--- src/rtl/instruction_fetch.sv ---
// Fetch stage for the MIPS-subset CPU: owns the PC, issues one-word reads to
// instruction memory and holds each returned instruction until the decoder takes it.
module instruction_fetch #(
  parameter logic [31:0] PC_RESET = 32'h0000_0000,
  parameter int unsigned MAX_WAIT = 16
) (
  input  logic        clk,
  input  logic        reset,
  output logic        imem_req,
  output logic [31:0] imem_addr,
  input  logic [31:0] imem_rdata,
  input  logic        imem_rvalid,
  output logic [31:0] instr,
  output logic        instr_valid,
  output logic [31:0] instr_pc,
  output logic [31:0] pc_plus4,
  input  logic        dec_ready,
  input  logic        redirect,
  input  logic [1:0]  redirect_kind,
  input  logic [15:0] branch_imm,
  input  logic [25:0] jump_index,
  input  logic [31:0] jr_target,
  output logic [31:0] fetch_count,
  output logic        fault
);

  typedef enum logic [1:0] {FETCH, WAIT, HOLD, HALT} state_t;

  localparam logic [7:0] WAIT_LAST = 8'(MAX_WAIT - 1);

  state_t      state, state_nxt;
  logic [31:0] pc;
  logic [7:0]  wait_cnt;
  logic        consume;
  logic        rsp;
  logic        timeout;
  logic        jr_misaligned;
  logic [31:0] next_pc;

  function automatic logic [31:0] branch_target(input logic [31:0] base_plus4,
                                                input logic [15:0] imm);
    logic signed [31:0] ofs;
    ofs = {{14{imm[15]}}, imm, 2'b00};
    return base_plus4 + $unsigned(ofs);
  endfunction

  function automatic logic [31:0] jump_target(input logic [31:0] base_plus4,
                                              input logic [25:0] index);
    return {base_plus4[31:28], index, 2'b00};
  endfunction

  always_comb begin
    consume       = (state == HOLD) && dec_ready;
    rsp           = (state == WAIT) && imem_rvalid;
    timeout       = (state == WAIT) && !imem_rvalid && (wait_cnt == WAIT_LAST);
    jr_misaligned = redirect && (redirect_kind == 2'b10) && (jr_target[1:0] != 2'b00);

    // Reserved kind 11 falls through to the sequential address.
    next_pc = pc_plus4;
    if (redirect) begin
      unique case (redirect_kind)
        2'b00:   next_pc = branch_target(pc_plus4, branch_imm);
        2'b01:   next_pc = jump_target(pc_plus4, jump_index);
        2'b10:   next_pc = jr_target;
        default: next_pc = pc_plus4;
      endcase
    end
  end

  always_comb begin
    state_nxt = state;
    unique case (state)
      FETCH: state_nxt = WAIT;
      WAIT: begin
        if (rsp)          state_nxt = HOLD;
        else if (timeout) state_nxt = HALT;
      end
      HOLD: begin
        if (consume) state_nxt = jr_misaligned ? HALT : FETCH;
      end
      HALT: state_nxt = HALT;
    endcase
  end

  always_ff @(posedge clk) begin
    if (reset) state <= FETCH;
    else       state <= state_nxt;
  end

  always_ff @(posedge clk) begin
    if (reset) begin
      pc          <= PC_RESET;
      imem_req    <= 1'b0;
      imem_addr   <= 32'h0;
      instr       <= 32'h0;
      instr_pc    <= 32'h0;
      pc_plus4    <= 32'h0;
      instr_valid <= 1'b0;
      fetch_count <= 32'h0;
      fault       <= 1'b0;
      wait_cnt    <= 8'h0;
    end else begin
      // The strobe is registered, so it is seen during the first WAIT cycle.
      imem_req <= (state == FETCH);
      if (state == FETCH) begin
        imem_addr <= pc;
        wait_cnt  <= 8'h0;
      end
      if ((state == WAIT) && !imem_rvalid && !timeout)
        wait_cnt <= wait_cnt + 8'd1;
      if (rsp) begin
        instr       <= imem_rdata;
        instr_pc    <= pc;
        pc_plus4    <= pc + 32'd4;
        instr_valid <= 1'b1;
      end
      if (timeout)
        fault <= 1'b1;
      // A misaligned JR is still counted as consumed; the PC stays frozen.
      if (consume) begin
        instr_valid <= 1'b0;
        fetch_count <= fetch_count + 32'd1;
        if (jr_misaligned) fault <= 1'b1;
        else               pc    <= next_pc;
      end
    end
  end

endmodule

--- config.mk ---
export PLATFORM = sky130hd
export DESIGN_NAME = instruction_fetch
export DESIGN_NICKNAME = d
export VERILOG_FILES = /design/src/rtl/instruction_fetch.sv
export SDC_FILE = /design/constraint.sdc
export NUM_CORES = 1
export LEC_CHECK = 0
export ABC_AREA = 1
export ABC_CLOCK_PERIOD_IN_PS = 2100
export BUFFER_PORTS_ARGS = -buffer_cell sky130_fd_sc_hd__buf_2
export CORE_MARGIN = 2
export CORE_UTILIZATION = 30
export CTS_BUF_LIST = sky130_fd_sc_hd__clkbuf_16
export DETAILED_ROUTE_END_ITERATION = 10
export PLACE_DENSITY = 0.56
export SLEW_MARGIN = 25
export SYNTH_ARGS = -nofsm -noshare
export SYNTH_HDL_FRONTEND = slang
export SYNTH_SLANG_ARGS = --single-unit
export TNS_END_PERCENT = 20
--- constraint.sdc ---
create_clock -name clk -period 2.1 [get_ports clk]
set_input_delay 0.525 -clock clk [delete_from_list [all_inputs] [get_ports clk]]
set_output_delay 0.525 -clock clk [all_outputs]
set_load 0.02 [all_outputs]
==> impl_results.md <==
- Post-DR wirelength/cell: 16.4 microns
- Synth area leaders: dfxtp_1, nand2_1, nor2_1
- Int Power: 7.02 mW
- Std-Cell Rows: 71
- Post-CTS Hold Fix Bufs: 0
- HPWL after DPL: 33900 microns
- Sw Share: 30.0%
- H-Tree Depth: 1
- # DRC: 0
- Port bufs: 275
- Total grt overflow: 0
- Unique masters post-synth: 55
- Post-Syn Area: 11400 sq um
- Synth area leader: dfxtp_1
- Outcome: completed
- Yosys top cell area share: 35.5%
- Largest net degree at the start of global routing: 87
- Share of cells above drive strength 1: 26.7%
- Seq pwr share: 41.8%
- Final hold slack: 0.227 ns
- First-pass GRT wire length: 66600 microns
- Sw power: 3.01 mW
- GPL Wtd Cong: 0.908
- Fill count: 4004
- Fin. Hold Viols: 0
- Clock power frac: 39.3%
- Critical path's largest stage delay: 0.37 ns
- Worst-Skew Late Latency: 0.53 ns
- Pwr/cell area: 644 nW/um^2
- Pre-antenna DRT Iters: 5
- Most used routing layer: met2
- Syn nets: 1925
- Slowest stage cell, crit path: dfxtp_4
- Vias per cell: 4.76
- RSZ-0062 raised after global routing: yes
- Number of synthesized register bits: 203
- Io pins: 276
- Combinational share of power: 18.9%
- Starting density of the core: 30.5%
- Most used cell along the critical path: nand2_1
- Clock Skews: 0.0188 ns
- Vias in the first global route: 12200
- TritonCTS Sinks: 203
- Static leakage power: 7.48 nW
- Nets: 2302
- Die W: 199 microns
- CP arrival: 2.39 ns
- Final setup vio count: 0
- Reg clk slew, reported paths: 0.06 ns
- Aggregate routed wire length: 43900 microns
- Maxcap violations: 0
- IR drop worst, VDD: 0.492 mV
- CP cell instances: ha_4 -> inv_2 -> fa_2 -> inv_2 -> nand3_2 -> nand3_4 -> buf_6 -> nand2_2 -> nand2_4 -> nand2_2 -> nand3_2 -> nand2_1 -> nand3_1 -> nand2_1 -> nand2_1 -> a21oi_1
- Clock buffer count from CTS: 25
- Worst-Margin Slew: 0.580 ns
- Vias: 12800
- Post-layout min period: 2.01 ns
- Clock tree buffer depth: 3
- GR Util All Layers: 21.5%
- Crit. End Element: flip-flop
- Setup TNS: 0 ns
- Fmax: 498 MHz
- Met2 GRT Util: 35.0%
- Die H: 199 microns
- Slew HR: 61.3%
- Worst endpoint required time: 2.48 ns
- Remaining antenna violation count: 0
- M1 GR Usage: 29.3%
- Clock tree from TritonCTS: built
- Design Area, Final: 15600 sq um
- Met3 Usage GRT: 4.56%
- Post-route clock period utilization: 95.6%
- Clock root cell: clkbuf_16
- Placed Area: 14400 sq um
- Crit path launch type: flip-flop
- Crit path max fanout: 4
- Setup CP Type: flip-flop to flip-flop
- Area Overhead vs Synth: 36.2%
- Post-synthesis sequential area ratio: 35.5%
- Type of the worst min-delay path: primary input to flip-flop
- DR iter-0 viols: 648
- Max Slew Vio Count: 0
- Synth warnings: 0
- Initial antenna violation count: 2
- Mapped Cells: 1779
- Die Area: 39700 sq um
- Mean Syn Cell Area: 6.43 sq um
- Finished Core Util: 41.5%
- CORE AREA: 37600 sq um
## cells by family (layout without fill, tap and decap cells)
logic type / after synthesis / in the layout / synth area share, %
compound gates: 353 / 353 / 16.8
other cells: 0 / 2 / 0
flops: 203 / 203 / 35.5
simple gates: 872 / 872 / 32.1
buf+inv: 295 / 688 / 10.1
fa+ha+maj: 33 / 33 / 3.67
xor+xnor: 23 / 23 / 1.76
## power by group through the flow
stage               registers (mW)  logic, mW  clock network (mW)
global placement              4.26       1.84                   0
CTS                           4.19       1.87                4.04
floorplan                     4.45      0.807                   0
finish                        4.19       1.90                3.94
global route                  4.21       2.10                4.19
detailed placement            4.26       1.85                   0
## area by class of cell
| type | count | area [sq um] | area share [%] |
|---|---|---|---|
| antenna | 2 | 5.00 | 0.0321 |
| clock buffer | 25 | 626 | 4.01 |
| clock inverter | 18 | 103 | 0.658 |
| multi-input combinational | 1281 | 6630 | 42.5 |
| inverter | 215 | 811 | 5.20 |
| timing repair buffer | 430 | 2690 | 17.3 |
| sequential | 203 | 4080 | 26.2 |
| tap | 511 | 639 | 4.10 |
## routing by layer
metal / up-vias / part of all wire, %
li1: 6533 / -
met5: - / 0
met2: 398 / 44
met3: 41 / 8.2
met1: 5809 / 46
met4: 0 / 1.5
## state kept, by name, indices dropped and copies added (netlist names)
name and cells:
fetch_count 32, imem_addr 32, instr 32, instr_pc 32, pc 32, pc_plus4 30, wait_cnt 8, state 2
fault 1, imem_req 1, instr_valid 1
## what timing repair did
| action | in CTS | in global routing |
|---|---|---|
| buffers inserted | 0 | 1 |
| pin swaps | 1 | 14 |
| resized for setup | 14 | 82 |
| endpoints found under the setup margin | 15 | 34 |
| hold endpoints to repair | 0 | 0 |
## stage by stage
| step | std cells | setup WS [ns] | total power [mW] |
|---|---|---|---|
| 3_3_place_gp | 2639 | -0.449 | 6.10 |
| 6_report | 2685 | 0.0919 | 10.0 |
| 3_5_place_dp | 2639 | -0.424 | 6.11 |
| 2_1_floorplan | 1779 | 0.0224 | 5.26 |
| 5_1_grt | 2683 | -0.0767 | 10.5 |
| 4_1_cts | 2682 | -0.0146 | 10.1 |
## cells in the mapped netlist (all sizes together)
master / number
o31ai: 1
o22ai: 4
o2111ai: 4
nand3b: 8
xnor2: 9
a31oi: 26
fa: 1
buf: 14
nand3: 95
xor2: 14
inv: 213
nand2: 429
a21o: 1
o211a: 1
o21ai: 152
nor4: 7
nor2: 254
o21bai: 5
nor3b: 1
clkinv: 2
a2111oi: 1
or2: 15
and2: 2
a311oi: 6
or3: 1
o221ai: 1
o2bb2ai: 1
a21oi: 134
a22oi: 1
o211ai: 6
a221oi: 2
a211oi: 2
nor3: 36
nand4: 24
dfxtp: 203
o21a: 5
ha: 32
clkbuf: 66
## critical path, delay by kind of cell (launching register included)
family / cells / cell delay, ns
buffers and inverters: 3 / 0.24
flip-flops: 1 / 0.37
AO/OA/AOI/OAI: 1 / 0.06
AND/OR/NAND/NOR: 10 / 0.72
adder cells (fa/ha/maj): 2 / 0.48
## cells in the final DEF (no fill, tap or decap), drive strengths merged, types with 2 or more instances in the layout
cell type | Yosys | routed
a211oi | 2 | 2
a21oi | 134 | 134
a221oi | 2 | 2
a311oi | 6 | 6
a31oi | 26 | 26
and2 | 2 | 2
buf | 14 | 430
clkbuf | 66 | 25
clkinv | 2 | 11
dfxtp | 203 | 203
diode | 0 | 2
ha | 32 | 32
inv | 213 | 220
nand2 | 429 | 429
nand3 | 95 | 95
nand3b | 8 | 8
nand4 | 24 | 24
nor2 | 254 | 254
nor3 | 36 | 36
nor4 | 7 | 7
o2111ai | 4 | 4
o211ai | 6 | 6
o21a | 5 | 5
o21ai | 152 | 152
o21bai | 5 | 5
o22ai | 4 | 4
or2 | 15 | 15
xnor2 | 9 | 9
xor2 | 14 | 14
## path summary, 6_finish.rpt
check                            startpoint                         to  slack, ns  cells after the start
setup / recovery   pc_plus4[2]$_SDFFE_PP0P_        pc[26]$_SDFFE_PP0P_       0.09                     16
setup reg to reg   pc_plus4[2]$_SDFFE_PP0P_        pc[26]$_SDFFE_PP0P_       0.09                     16
hold / removal               imem_rdata[17]     instr[17]$_SDFFE_PP0P_       0.23                      3
hold reg to reg   instr_pc[21]$_SDFFE_PP0P_  instr_pc[21]$_SDFFE_PP0P_       0.46                      2
Power figures use the tool's default switching activity.
